$ cat config.mk
export PLATFORM = sky130hd
export DESIGN_NAME = cook_time_entry
export DESIGN_NICKNAME = d
export VERILOG_FILES = /design/src/rtl/cook_time_entry.sv
export SDC_FILE = /design/constraint.sdc
export NUM_CORES = 1
export LEC_CHECK = 0
export ABC_AREA = 1
export BUFFER_PORTS_ARGS = -buffer_cell sky130_fd_sc_hd__buf_2
export CORE_MARGIN = 2
export CORE_UTILIZATION = 50
export CTS_BUF_LIST = sky130_fd_sc_hd__clkbuf_4 sky130_fd_sc_hd__clkbuf_8
export CTS_CLUSTER_SIZE = 25
export DETAILED_ROUTE_END_ITERATION = 7
export PLACE_DENSITY = 0.75
export SETUP_SLACK_MARGIN = 0.3
export SKIP_LAST_GASP = 1
export SYNTH_ARGS = -nofsm -noshare
export SYNTH_HDL_FRONTEND = slang
export SYNTH_SLANG_ARGS = --single-unit
$ cat constraint.sdc
create_clock -name clk -period 2.05 [get_ports clk]
set_input_delay 0.3075 -clock clk [delete_from_list [all_inputs] [get_ports clk]]
set_output_delay 0.3075 -clock clk [all_outputs]
set_load 0.01 [all_outputs]
$ cat src/rtl/cook_time_entry.sv
// Cook-time digit editor: mode/up/down buttons select and step four BCD
// digits (mm:ss) that time_count loads. It supports auto-repeat while a
// button is held and a blink strobe for the selected digit. Editing is
// locked out while the timer is running.
module cook_time_entry #(
   parameter int REPEAT_DELAY = 3,
   parameter int REPEAT_RATE  = 1,
   parameter int MAX_TENS     = 5
) (
   input  logic       clk,
   input  logic       reset,
   input  logic       tick,
   input  logic       btn_mode,
   input  logic       btn_up,
   input  logic       btn_down,
   input  logic       timer_running,
   output logic [3:0] seconds_prog,
   output logic [3:0] tens_seconds_prog,
   output logic [3:0] minutes_prog,
   output logic [3:0] tens_minutes_prog,
   output logic       editing,
   output logic [1:0] edit_digit,
   output logic       blink
);

   localparam int CNT_W = $clog2(REPEAT_DELAY + 1);
   // The counter reaching REPEAT_DELAY on this tick means it currently holds REPEAT_DELAY-1.
   localparam logic [CNT_W-1:0] FIRE_AT   = CNT_W'(REPEAT_DELAY - 1);
   localparam logic [CNT_W-1:0] RELOAD    = CNT_W'(REPEAT_DELAY - REPEAT_RATE);
   localparam logic [3:0]       UNITS_MAX = 4'd9;
   localparam logic [3:0]       TENS_MAX  = 4'(MAX_TENS);

   typedef enum logic [2:0] {IDLE, EDIT_S, EDIT_TS, EDIT_M, EDIT_TM} state_t;

   state_t           state;
   logic             mode_q, up_q, down_q;
   logic [CNT_W-1:0] rep_cnt;

   logic mode_rise, up_rise, down_rise;
   logic in_edit, act, one_held, rep_fire, step_up, step_down;

   function automatic logic [3:0] bcd_inc(input logic [3:0] d, input logic [3:0] lim);
      return (d >= lim) ? 4'd0 : d + 4'd1;
   endfunction

   function automatic logic [3:0] bcd_dec(input logic [3:0] d, input logic [3:0] lim);
      return (d == 4'd0 || d > lim) ? lim : d - 4'd1;
   endfunction

   function automatic state_t next_edit(input state_t s);
      case (s)
         IDLE:    return EDIT_S;
         EDIT_S:  return EDIT_TS;
         EDIT_TS: return EDIT_M;
         EDIT_M:  return EDIT_TM;
         default: return IDLE;
      endcase
   endfunction

   function automatic logic [1:0] digit_of(input state_t s);
      case (s)
         EDIT_TS: return 2'd1;
         EDIT_M:  return 2'd2;
         EDIT_TM: return 2'd3;
         default: return 2'd0;
      endcase
   endfunction

   assign mode_rise = btn_mode & ~mode_q;
   assign up_rise   = btn_up   & ~up_q;
   assign down_rise = btn_down & ~down_q;
   assign in_edit   = (state != IDLE);
   // Stepping is allowed only in an edit state, unlocked, and when mode is not advancing.
   assign act       = in_edit & ~timer_running & ~mode_rise;
   assign one_held  = btn_up ^ btn_down;
   assign rep_fire  = act & tick & one_held & (rep_cnt >= FIRE_AT);
   assign step_up   = act & ((up_rise   & ~btn_down) | (rep_fire & btn_up));
   assign step_down = act & ((down_rise & ~btn_up)   | (rep_fire & btn_down));

   // Button history for rise detection; tracks buttons even while locked.
   always_ff @(posedge clk or negedge reset) begin
      if (!reset) begin
         mode_q <= 1'b0;
         up_q   <= 1'b0;
         down_q <= 1'b0;
      end else begin
         mode_q <= btn_mode;
         up_q   <= btn_up;
         down_q <= btn_down;
      end
   end

   // Edit FSM with registered editing/edit_digit/blink and the auto-repeat counter.
   always_ff @(posedge clk or negedge reset) begin
      if (!reset) begin
         state      <= IDLE;
         editing    <= 1'b0;
         edit_digit <= 2'd0;
         blink      <= 1'b1;
         rep_cnt    <= '0;
      end else begin
         if (timer_running) begin
            state      <= IDLE;
            editing    <= 1'b0;
            edit_digit <= 2'd0;
            blink      <= 1'b1;
         end else if (mode_rise) begin
            state      <= next_edit(state);
            editing    <= (next_edit(state) != IDLE);
            edit_digit <= digit_of(next_edit(state));
            blink      <= 1'b1;
         end else if (!in_edit) begin
            blink <= 1'b1;
         end else if (tick) begin
            blink <= ~blink;
         end

         if (!act || !one_held) begin
            rep_cnt <= '0;
         end else if (tick) begin
            rep_cnt <= rep_fire ? RELOAD : rep_cnt + CNT_W'(1);
         end
      end
   end

   // Step the selected digit with BCD wrap; no carry between digits.
   always_ff @(posedge clk or negedge reset) begin
      if (!reset) begin
         seconds_prog      <= 4'd0;
         tens_seconds_prog <= 4'd0;
         minutes_prog      <= 4'd0;
         tens_minutes_prog <= 4'd0;
      end else if (step_up || step_down) begin
         case (state)
            EDIT_S:  seconds_prog      <= step_up ? bcd_inc(seconds_prog, UNITS_MAX)
                                                  : bcd_dec(seconds_prog, UNITS_MAX);
            EDIT_TS: tens_seconds_prog <= step_up ? bcd_inc(tens_seconds_prog, TENS_MAX)
                                                  : bcd_dec(tens_seconds_prog, TENS_MAX);
            EDIT_M:  minutes_prog      <= step_up ? bcd_inc(minutes_prog, UNITS_MAX)
                                                  : bcd_dec(minutes_prog, UNITS_MAX);
            EDIT_TM: tens_minutes_prog <= step_up ? bcd_inc(tens_minutes_prog, TENS_MAX)
                                                  : bcd_dec(tens_minutes_prog, TENS_MAX);
            default: ;
         endcase
      end
   end

endmodule
* Yosys cells after proc, flatten, opt, wreduce, memory -nomap -nowiden
Cells that the tools add are included.
** Storage, ports and cells
- Word-level logic and storage cells :: 112
- Memories kept :: 0
- ROM bits :: 0
- Output and inout bits :: 20
- Register bits :: 28
- RAM bits :: 0
- Latch bits :: 0
- Input bits :: 7
** Cells by class
- $lt $le $gt $ge :: 9
- Reduce and logical (&&, ||, !) cells :: 21
- Muxes and demuxes :: 28
- Bitwise operators :: 25
- $mul :: 0
- Add/sub/neg operators :: 9
- Shift operators :: 0
- Div/mod/pow operators :: 0
- Equal/unequal tests :: 8
** Operator list (count)
- $mux 4 :: 12
- $add 4x1->4 const B :: 4
- $logic_not 4->1 :: 4
- $sub 4x1->4 const B :: 4
- $and 1x1->1 :: 14
- $eq 3x2->1 const B :: 4
- $pmux 3 s4 :: 1
- $mux 2 :: 5
- $mux 3 :: 3
- $ge 4x3->1 const B :: 2
- $ge 4x4->1 const B :: 2
- $gt 4x3->1 const B :: 2
- $gt 4x4->1 const B :: 2
- $not 1->1 :: 8
- $reduce_and 2->1 :: 4
- $eq 3x3->1 const B :: 2
- $logic_or 1x1->1 :: 6
- $mux 1 :: 6
- $pmux 2 s3 :: 1
- $reduce_bool 3->1 :: 2
- $ne 4x4->1 const B :: 1
- $reduce_bool 2->1 :: 2
- $eq 3x1->1 const B :: 1
- $logic_not 3->1 :: 1
- other kinds (5) :: 7

* Longest topological paths before layout
Gate-level depths: netlist of run 1.
- Depth in word-level cells :: 12
- Depth in mapped cells :: 12
- Mapped depth without buffers :: 11

* Worst setup path after synthesis of run 1
Ideal clock, no wire load.
- Path kind :: reg-to-reg
- Start :: reg seconds_prog[0]
- End :: reg seconds_prog[0]
- Period minus slack after synthesis :: 1.548 ns
- Arrival time :: 1.482 ns
- Required time :: 1.984 ns
- Path slack :: 0.502 ns
- Path buffers :: 0
- Setup time :: 0.066 ns
- Stages on the path, launching flop included :: 10
- Cells stage by stage :: dfrtp_1 inv_1 ha_1 nand2_1 nand2_1 o21ai_0 or2_2 nand3_1 nand4_1 nand2_1
** On the way
- Cells in the longest elaborated chain, start to end :: 4
- Elaborated cells on any way between the ends :: 9
- Classes of those cells :: 2 x add/sub; 2 x order compare; 3 x mux; 2 x reduce/logical
** Ends and longest elaborated chain
- start, declared :: RTL line 17 : output logic [3:0] seconds_prog,
- start signal, assigned :: RTL line 135 : EDIT_S: seconds_prog <= step_up ? bcd_inc(seconds_prog, UNITS_MAX)
- $gt 4x4->1 or $logic_not 4->1 (tied branches) :: RTL line 47 : return (d == 4'd0 || d > lim) ? lim : d - 4'd1;
- $logic_or 1x1->1 :: RTL line 47
- $mux 4 :: RTL line 47
- $mux 4 (*) :: RTL line 135
Mark *: on every way between the ends. The rest lies on a longest branch, timed or not.
A chain may end at the register's enable or synchronous reset.

* Worst setup path after layout of run 1
- Start :: reg tens_seconds_prog[0]
- End :: reg tens_seconds_prog[1]
** On the way
- Cells in the longest elaborated chain, start to end :: 4
- Elaborated cells on any way between the ends :: 9
- Classes of those cells :: 2 x add/sub; 2 x order compare; 3 x mux; 2 x reduce/logical
** Ends and longest elaborated chain
- start, declared :: RTL line 18 : output logic [3:0] tens_seconds_prog,
- start signal, assigned :: RTL line 137 : EDIT_TS: tens_seconds_prog <= step_up ? bcd_inc(tens_seconds_prog, TENS_MAX)
- $gt 4x3->1 or $logic_not 4->1 (tied branches) :: RTL line 47
- $logic_or 1x1->1 :: RTL line 47
- $mux 4 :: RTL line 47
- $mux 4 (*) :: RTL line 137
Marks and branches as above.

==> results of run 1 <==
how the worst max path moves through the flow:
stage | from | endpoint | slack [ns] | depth (start not counted)
2_1_floorplan | seconds_prog[0] | seconds_prog[0] | 0.50 | 9
6_report | tens_seconds_prog[0] | tens_seconds_prog[1] | 0.43 | 10
4_1_cts | rep_cnt[0] | tens_minutes_prog[0] | 0.36 | 11
3_5_place_dp | btn_mode | tens_minutes_prog[0] | 0.32 | 11
5_1_grt | tens_minutes_prog[0] | tens_minutes_prog[1] | 0.29 | 10
3_3_place_gp | btn_mode | tens_minutes_prog[1] | 0.40 | 11
placed cells by master, fill, tap and decap left out, types with 4 or more instances in the layout:
cell / instances
sky130_fd_sc_hd__nand2_1: 81
sky130_fd_sc_hd__inv_1: 39
sky130_fd_sc_hd__nand3_1: 39
sky130_fd_sc_hd__nor2_1: 27
sky130_fd_sc_hd__buf_2: 26
sky130_fd_sc_hd__dfrtp_1: 25
sky130_fd_sc_hd__o21ai_0: 12
sky130_fd_sc_hd__ha_1: 11
sky130_fd_sc_hd__nand2_4: 7
sky130_fd_sc_hd__or2_2: 6
sky130_fd_sc_hd__nand4_1: 6
sky130_fd_sc_hd__buf_4: 6
sky130_fd_sc_hd__xnor2_1: 5
sky130_fd_sc_hd__inv_2: 4
sky130_fd_sc_hd__a21oi_1: 4
metal layers:
| metal | vias to the layer above | GRT usage [%] | wire [um] |
|---|---|---|---|
| met2 | 45 | 32.6 | 2100 |
| met4 | 0 | 5.23 | 36 |
| met1 | 884 | 26.4 | 2180 |
| li1 | 1014 | - | - |
| met3 | 5 | 2.19 | 194 |
| met5 | - | 0 | 0 |
final cells by class:
cell class	count	area, um2	share of cell area, %
multi-input combinational	222	1260	51.5
sequential	28	704	28.8
timing repair buffer	33	186	7.63
inverter	43	161	6.60
tap	50	62.6	2.56
clock buffer	3	41.3	1.69
clock inverter	1	30.0	1.23
critical path: stages (launching register included):
cell and delay [ns]:
sky130_fd_sc_hd__dfrtp_1 0.46, sky130_fd_sc_hd__inv_1 0.13, sky130_fd_sc_hd__ha_2 0.22, sky130_fd_sc_hd__nor2_1 0.05, sky130_fd_sc_hd__nor2_1 0.15, sky130_fd_sc_hd__nand2_1 0.12
sky130_fd_sc_hd__nor2_1 0.10, sky130_fd_sc_hd__nand3_1 0.09, sky130_fd_sc_hd__nand2_1 0.11, sky130_fd_sc_hd__nand3_1 0.08, sky130_fd_sc_hd__nand2_1 0.06
metrics by stage:
stage               setup WS, ns  cells
floorplan                  0.502    297
global placement           0.396    372
detailed placement         0.319    372
CTS                        0.361    376
global route               0.290    380
finish                     0.431    380
sequential cells by signal (all words and copies together), names as in the netlist, 2 cells and up:
signal	flops
edit_digit	2
seconds_prog	4
tens_minutes_prog	4
rep_cnt	2
minutes_prog	4
state	3
tens_seconds_prog	4
power by group through the flow:
stage | clock, mW | sequential (mW) | combinational (mW)
floorplan | 0 | 0.612 | 0.175
global placement | 0 | 0.609 | 0.250
detailed placement | 0 | 0.609 | 0.256
CTS | 0.451 | 0.599 | 0.257
global route | 0.474 | 0.603 | 0.307
finish | 0.448 | 0.598 | 0.269
what timing repair did:
item | in CTS | in global routing
buffers inserted | 0 | 2
endpoints found under the setup margin | 0 | 16
resized for setup | 0 | 14
hold buffers | 0 | 0
cells by family (layout without fill, tap and decap cells):
kind of cell,Yosys count,after routing,synth area share [%]
buf+inv,49,80,10.2
compound gates,24,24,6.50
xor+xnor,8,8,3.31
flops,28,28,33.1
fa+ha+maj,13,13,7.68
simple gates,175,177,39.2
==> flow_summary.toml, run 1 <==
[run_status]
status = "finished clean"

[clock_network]
clock_latency_ns = 0.28
cts_buffers = 3
clkSinkCount = 28
cts_htree_levels = 1
register_clock_pin_slew_on_the_reported_worst_setup_and_hold_paths_ns = 0.10
clock_tree.buffer_depth = 2
cts_tree = "built"
ctsRootBufferMaster = "sky130_fd_sc_hd__clkbuf_8"

[sta]
slew_headroom_pct = 58.8
fin_crit_ns = 1.62
timing.final.max_slew_violations = 0
whs_ns = 0.0269
fin_crit_sh_pct = 79.0
final.setup_skew_ns = 0.00383
worst_slew_pin_tran_ns = 0.618
max_clock_freq_mhz = 617
setup_repair_after_global_routing_missed_its_margin = "true"
setup-tns-final_ns = 0
finalHoldViolations = 0
total_of_endpoints_with_negative_setup_slack_in_the_final_report = 0

[power_and_ir_drop]
switching_share_pct = 29.0
power_report.internal_total_uw = 934
seqPwrFrac_pct = 45.5
power_switching_uw = 381
power.density_nw_per_um2 = 538
power.share.clock_pct = 34.1
power.total_mw = 1.31
vdd.ir_drop.worst_uv = 394
total_leakage_power_nw = 1.42
share_comb_of_total_power_pct = 20.4

[synth]
synth_fp_nets = 317
number_of_flops_mapped_to_enable_cells_by_yosys = 0
syn_area_per_cell_um2 = 7.13
synth_largest_area_cell = "sky130_fd_sc_hd__dfrtp_1"
synth_cells = 297
synth_top_area_share_pct = 31.9
async_flop_share_pct = 100
yosys_register_bits = 28
yosys_warnings = 0
synth_commonest_cells = "sky130_fd_sc_hd__nand2_1, sky130_fd_sc_hd__inv_1, sky130_fd_sc_hd__nand3_1"
synth.area.top_cells = "sky130_fd_sc_hd__dfrtp_1, sky130_fd_sc_hd__nand2_1, sky130_fd_sc_hd__nand3_1, sky130_fd_sc_hd__ha_1, sky130_fd_sc_hd__inv_1"
synth_top_flop_cell = "sky130_fd_sc_hd__dfrtp_1"
ys_seq_area_share_pct = 33.1
library_cell_with_the_highest_instance_count_after_synthesis = "sky130_fd_sc_hd__nand2_1"
synthDistinctLibCells = 30
synth_area_um2 = 2120

[floorplanning]
design.portCount = 27
initial_utilization_pct = 52.6
dieWidth_um = 69.1
placeableCoreArea_um2 = 4030
die_area_um2 = 4770
floorplan.rows = 23
die-height_um = 69.1

[flow_run]
drv.max_cap_violation_count = 0

[critical_path]
rr_endpoint = "tens_seconds_prog[1]"
r2r.worst_path.cells = 10
critPathKind = "flip-flop to flip-flop"
arrival_ns = 1.85
worst-r2r-setup-slack_ns = 0.43
timing.critical_path.fanout_max = 6
start_kind = "flip-flop"
critical_path.reg2reg.startpoint = "tens_seconds_prog[0]"
cp_data_required_time_ns = 2.28
critical_path.endpoint_type = "flip-flop"

[cells_and_area]
antennaDiodeCount = 0
number_of_nets_in_the_finished_design = 351
finalInstanceArea_um2 = 2440
layout-drive-gt1-share_pct = 21.5
layout.core_utilization_pct = 60.7
syn2layout_area_growth_pct = 15.4
n_fill_cell = 385

[detailed_routing]
routed_antenna_nets = 0
route.final.wire_length_um = 4510
post_drt_via_cell_ratio = 5.13
drt_pass1_iterations = 4
routed-via-count = 1948
post_drt_wl_per_cell_um = 11.9
first_drt_iteration_drcs = 142
drc = 0

[placed_design]
place_congestion = 0.887
dp.final_hpwl_um = 3260
placement.cell_area_um2 = 2290
port_buffers = 26

[global_route]
first_global_vias = 1790
total_congestion_overflow = 0
maximum_number_of_pins_on_one_net_before_global_route_repair = 29
grt_pass1_wl_um = 7800
grt_use_total_pct = 19.3
grt_antenna_before_repair = 0

[min_path]
min_delay_path_class = "primary input to async pin"
No activity file was read; power rests on OpenSTA's default activity.
==> inputs of run 2 (changes only) <==
clock period = 1.6 ns   (was 2.05 ns; I/O delays follow)
==> run 2 against run 1 <==
Via count up 9.8%. Routed wire length up 19%. Critical endpoint is now tens_minutes_prog[1]. Clock power up 28%. Highest routed layer unchanged. Fmax up 4.5%.
==> flow_summary.toml, run 2 (synthesis gave the netlist of run 1 again) <==
[cells_and_area]
antennaDiodeCount = 0
final_cell_mix = "sky130_fd_sc_hd__nand2_1, sky130_fd_sc_hd__nand3_1, sky130_fd_sc_hd__inv_1"
seqCellArea_um2 = 709
layoutNonFillerInstCount = 402
n_fill_cell = 313
multi_input_area_um2 = 1420
finalInstanceArea_um2 = 2820
layout.core_utilization_pct = 70.1
number_of_nets_in_the_finished_design = 373
layout-drive-gt1-share_pct = 39.2
syn2layout_area_growth_pct = 33.3
final_common_cell = "sky130_fd_sc_hd__nand2_1"

[global_route]
grtUsageMet1_pct = 29.0
grt.met3_usage_pct = 2.63
total_congestion_overflow = 0
first_global_vias = 1819
grt_use_total_pct = 20.4
grt_antenna_before_repair = 0
maximum_number_of_pins_on_one_net_before_global_route_repair = 29
use_met2_pct = 34.1
top_usage_layer = "met2"
grt_pass1_wl_um = 8250

[sta]
total_of_endpoints_with_negative_setup_slack_in_the_final_report = 0
fin_crit_sh_pct = 96.9
slew_headroom_pct = 57.0
whs_ns = 0.0990
max_clock_freq_mhz = 645
fin_crit_ns = 1.55
finalHoldViolations = 0
timing.final.max_slew_violations = 0
setup-tns-final_ns = 0
setup_repair_after_global_routing_missed_its_margin = "true"
worst_slew_pin_tran_ns = 0.645
final.setup_skew_ns = 0.00179

[min_path]
min_delay_path_class = "primary input to flip-flop"
hold_path_depth = 1
worstHoldEndpoint = "mode_q"
hold_start = "btn_mode"

[floorplanning]
placeableCoreArea_um2 = 4030
design.portCount = 27
floorplan.rows = 23
initial_utilization_pct = 52.6
die_area_um2 = 4770
dieWidth_um = 69.1
die-height_um = 69.1

[detailed_routing]
post_drt_via_cell_ratio = 5.32
post_drt_wl_per_cell_um = 13.3
drc = 0
drt_pass1_iterations = 5
routed_antenna_nets = 0
route.final.wire_length_um = 5350
first_drt_iteration_drcs = 116
routed-via-count = 2139

[clock_network]
register_clock_pin_slew_on_the_reported_worst_setup_and_hold_paths_ns = 0.10
ctsRootBufferMaster = "sky130_fd_sc_hd__clkbuf_8"
cts_buffers = 3
clock_tree.buffer_depth = 2
cts_tree = "built"
clkSinkCount = 28
clock_latency_ns = 0.28
cts_htree_levels = 1

[critical_path]
critical_path.reg2reg.startpoint = "mode_q"
rr_endpoint = "tens_minutes_prog[1]"
timing.critical_path.fanout_max = 6
critPathKind = "flip-flop to flip-flop"
critPathLaunch = "mode_q"
arrival_ns = 1.73
critical_path.endpoint_type = "flip-flop"
cp_data_required_time_ns = 1.78
start_kind = "flip-flop"
worst-r2r-setup-slack_ns = 0.05
r2r.worst_path.cells = 12

[flow_run]
drv.max_cap_violation_count = 0

[placed_design]
place_inst = 386
dp.final_hpwl_um = 3420
placement.cell_area_um2 = 2460
port_buffers = 26
place_congestion = 0.823

[power_and_ir_drop]
total_leakage_power_nw = 1.56
vdd.ir_drop.worst_uv = 627
power.density_nw_per_um2 = 623

[run_status]
status = "finished clean"
[run 2: cell types whose count changed in the layout (fill, tap and decap cells not counted), sizes merged]
| cell | previous run | this run |
|---|---|---|
| clkbuf | 3 | 4 |
| dlygate4sd3 | 0 | 1 |
| buf | 33 | 53 |
[run 2: layout make-up]
class / count / share of cell area [%]
Sequential cell: 28 / 25.1
Inverter: 43 / 5.72
Clock buffer: 3 / 1.46
Timing Repair Buffer: 55 / 14.1
Clock inverter: 1 / 1.06
Multi-Input combinational cell: 222 / 50.3
Tap cell: 50 / 2.22
[run 2: report_power, final]
part	internal, mW	total, mW	switching (mW)
Combinational	0.166	0.417	0.251
Clock	0.335	0.573	0.238
Sequential	0.736	0.769	0.0330
[run 2: critical path, stage by stage (launching register included)]
cell and delay, ns:
sky130_fd_sc_hd__dfrtp_1 0.35, sky130_fd_sc_hd__inv_2 0.04, sky130_fd_sc_hd__nand2_2 0.06, sky130_fd_sc_hd__nand2_2 0.07, sky130_fd_sc_hd__nor2_4 0.16, sky130_fd_sc_hd__nand4_4 0.13, sky130_fd_sc_hd__nand2_4 0.14, sky130_fd_sc_hd__nand2_8 0.09
sky130_fd_sc_hd__buf_8 0.15, sky130_fd_sc_hd__nand2_2 0.06, sky130_fd_sc_hd__nand2_2 0.06, sky130_fd_sc_hd__nand3_2 0.06, sky130_fd_sc_hd__nand2_1 0.05
[run 2: worst max-delay path by stage]
stage	end	depth (start not counted)
final	tens_minutes_prog[1]	12
after global routing	tens_seconds_prog[3]	8
after CTS	tens_seconds_prog[3]	12
after detailed placement	seconds_prog[3]	9
after global placement	tens_minutes_prog[3]	9
after floorplan	tens_seconds_prog[0]	12
[run 2: through the flow]
| stage | total power, mW | setup WS, ns |
|---|---|---|
| after floorplan | 1.02 | 0.144 |
| after global placement | 1.13 | 0.0961 |
| after detailed placement | 1.14 | 0.0350 |
| after CTS | 1.70 | 0.0492 |
| after global routing | 1.84 | -0.0893 |
| final | 1.76 | 0.0501 |
[run 2: layer usage]
| metal | part of all wire, % | up-vias |
|---|---|---|
| met1 | 44 | 1022 |
| met5 | 0 | - |
| met3 | 4.5 | 2 |
| li1 | - | 1056 |
| met4 | 0.50 | 0 |
| met2 | 51 | 59 |
[run 2: what timing repair did]
action / CTS / global route
hold buffers: 1 / 0
pin swaps: 4 / 21
endpoints found under the hold margin: 27 / 0
gates cloned: 0 / 3
resized for setup: 5 / 41
buffers inserted: 3 / 5
setup endpoints to repair: 16 / 19
==> inputs of run 3 (changes only) <==
CORE_ASPECT_RATIO = 0.5   (was unset)
==> run 3 against run 2 <==
Global-route usage up 0.99 points. First-iteration DRC count up 53%. Clock power about the same. Non-clock buffer count down 6. Critical path depth unchanged. Routed wire length down 1.6%. Largest power group unchanged. Final cell count down 0.50%. Combinational power up 7.4%. Utilization down 0.087 points.
==> flow_summary.toml, run 3 (synthesis gave the netlist of run 1 again) <==
[cells_and_area]
final_common_cell = "sky130_fd_sc_hd__nand2_1"
antennaDiodeCount = 0
layout.core_utilization_pct = 70.0
syn2layout_area_growth_pct = 31.6
final_cell_mix = "sky130_fd_sc_hd__nand2_1, sky130_fd_sc_hd__nand3_1, sky130_fd_sc_hd__inv_1"
finalInstanceArea_um2 = 2790
number_of_nets_in_the_finished_design = 367
layoutNonFillerInstCount = 400
n_fill_cell = 310
seqCellArea_um2 = 709
layout-drive-gt1-share_pct = 40.2
multi_input_area_um2 = 1430

[power_and_ir_drop]
vdd.ir_drop.worst_uv = 617
power.density_nw_per_um2 = 642
power_switching_uw = 546
share_comb_of_total_power_pct = 25.1
power_report.internal_total_mw = 1.24
power.share.clock_pct = 32.0
total_leakage_power_nw = 1.52
switching_share_pct = 30.5
seqPwrFrac_pct = 43.0

[clock_network]
register_clock_pin_slew_on_the_reported_worst_setup_and_hold_paths_ns = 0.10
ctsRootBufferMaster = "sky130_fd_sc_hd__clkbuf_8"
clkSinkCount = 28
clock_tree.buffer_depth = 2
cts_htree_levels = 1
cts_buffers = 3
cts_tree = "built"
clock_latency_ns = 0.28

[min_path]
hold_path_depth = 1
min_delay_path_class = "primary input to flip-flop"
worstHoldEndpoint = "mode_q"
hold_start = "btn_mode"

[sta]
finalHoldViolations = 0
fin_crit_sh_pct = 98.9
worst_slew_pin_tran_ns = 0.637
setup_repair_after_global_routing_missed_its_margin = "true"
final.setup_skew_ns = 0.00537
total_of_endpoints_with_negative_setup_slack_in_the_final_report = 0
slew_headroom_pct = 57.5
timing.final.max_slew_violations = 0
max_clock_freq_mhz = 632
whs_ns = 0.0839
fin_worst_setup_slack_ns = 0.0184
fin_crit_ns = 1.58

[critical_path]
critical_path.top_delay_family = "simple AND/OR/NAND/NOR gates"
r2r.worst_path.cells = 12
timing.critical_path.fanout_max = 6
crit_slowest_cell = "sky130_fd_sc_hd__dfrtp_1"
critical_path_cell_list = "inv_2, nand2_2, nor2_2, nor2_4, nand4_4, nand2_4, nand2_8, buf_8, nand2_2, nand2_2, nand3_2, nand2_1"
critical_path.reg2reg.startpoint = "state[1]"
cpMostUsedCell = "sky130_fd_sc_hd__nand2_2"
rr_endpoint = "seconds_prog[2]"
critPathLaunch = "state[1]"
critPathBufInv = 2
start_kind = "flip-flop"
arrival_ns = 1.76
worst-r2r-setup-slack_ns = 0.02
cpPeakStageDelay_ns = 0.39
cp_data_required_time_ns = 1.78
critical_path.endpoint_type = "flip-flop"
critPathKind = "flip-flop to flip-flop"

[flow_run]
drv.max_cap_violation_count = 0

[run_status]
status = "finished clean"

[floorplanning]
dieWidth_um = 96.1
initial_utilization_pct = 53.2
placeableCoreArea_um2 = 3980
die-height_um = 50.0
design.portCount = 27
die_area_um2 = 4800
floorplan.rows = 16

[global_route]
maximum_number_of_pins_on_one_net_before_global_route_repair = 29
grt_use_total_pct = 21.4
first_global_vias = 1909
total_congestion_overflow = 0
grt_antenna_before_repair = 0
grt_pass1_wl_um = 8200

[placed_design]
port_buffers = 26
place_inst = 382
dp.final_hpwl_um = 3420
place_congestion = 0.842
place_worst_setup_slack_ns = 0.0219
placement.cell_area_um2 = 2400

[detailed_routing]
drt_pass1_iterations = 5
routed-via-count = 2147
first_drt_iteration_drcs = 178
post_drt_via_cell_ratio = 5.37
route.final.wire_length_um = 5270
post_drt_wl_per_cell_um = 13.2
drc = 0
routed_antenna_nets = 0
==> run 3: cell count changes in the layout (fill, tap and decap cells not counted), moves of 2 or more <==
| cell | delta |
|---|---|
| sky130_fd_sc_hd__nand2_4 | +5 |
| sky130_fd_sc_hd__nand3_2 | +3 |
| sky130_fd_sc_hd__nand2_2 | +2 |
| sky130_fd_sc_hd__buf_4 | -6 |
| sky130_fd_sc_hd__nand3_1 | -3 |
| sky130_fd_sc_hd__nand2_8 | -2 |
| sky130_fd_sc_hd__nand2_1 | -5 |
==> run 3: worst max path at each step <==
| stage | end | slack [ns] | cells after the start |
|---|---|---|---|
| after floorplan | tens_seconds_prog[0] | 0.14 | 12 |
| after global placement | tens_seconds_prog[1] | 0.09 | 10 |
| after detailed placement | seconds_prog[0] | 0.02 | 11 |
| after CTS | minutes_prog[2] | 0.07 | 12 |
| after global routing | seconds_prog[2] | -0.07 | 12 |
| final | seconds_prog[2] | 0.02 | 12 |
==> run 3: worst reg2reg max path, stage by stage, from the launching register on <==
cell	delay, ns
sky130_fd_sc_hd__dfrtp_1	0.39
sky130_fd_sc_hd__inv_2	0.05
sky130_fd_sc_hd__nand2_2	0.07
sky130_fd_sc_hd__nor2_2	0.05
sky130_fd_sc_hd__nor2_4	0.14
sky130_fd_sc_hd__nand4_4	0.14
sky130_fd_sc_hd__nand2_4	0.14
sky130_fd_sc_hd__nand2_8	0.09
sky130_fd_sc_hd__buf_8	0.16
sky130_fd_sc_hd__nand2_2	0.08
sky130_fd_sc_hd__nand2_2	0.06
sky130_fd_sc_hd__nand3_2	0.06
sky130_fd_sc_hd__nand2_1	0.06
==> run 3: metal layers <==
metal | part of all wire [%] | global-route usage (%) | up-vias
met3 | 6.5 | 3.82 | 10
met1 | 44 | 30.3 | 1015
met5 | 0 | 0 | -
met2 | 48 | 34.5 | 83
li1 | - | - | 1039
met4 | 1.2 | 3.81 | 0
==> run 3: per-stage QoR <==
| stage | setup TNS (ns) | total power [mW] |
|---|---|---|
| 6_report | 0 | 1.79 |
| 5_1_grt | -0.733 | 1.88 |
| 4_1_cts | 0 | 1.72 |
| 3_5_place_dp | 0 | 1.12 |
| 3_3_place_gp | 0 | 1.11 |
| 2_1_floorplan | 0 | 1.02 |
==> run 3: repair_timing <==
action	CTS	global route
hold endpoints to repair	27	0
setup endpoints to repair	17	19
pin swaps	5	21
hold buffers	1	0
setup buffers	7	3
resized for setup	8	49
cloned	2	1
==> run 3: power by group through the flow <==
stage	clock network [mW]	logic (mW)	registers, mW
floorplan	0	0.230	0.787
global placement	0	0.328	0.782
detailed placement	0	0.341	0.783
CTS	0.579	0.374	0.768
global route	0.608	0.496	0.774
finish	0.572	0.448	0.769
==> run 3: layout make-up <==
| class | instances | share of cell area [%] |
|---|---|---|
| multi-input cells | 222 | 51.4 |
| clock buffers | 3 | 1.48 |
| inverters | 43 | 5.79 |
| repair buffers | 49 | 12.4 |
| flip-flops and latches | 28 | 25.4 |
| well taps | 54 | 2.42 |
| clock inverters | 1 | 1.08 |
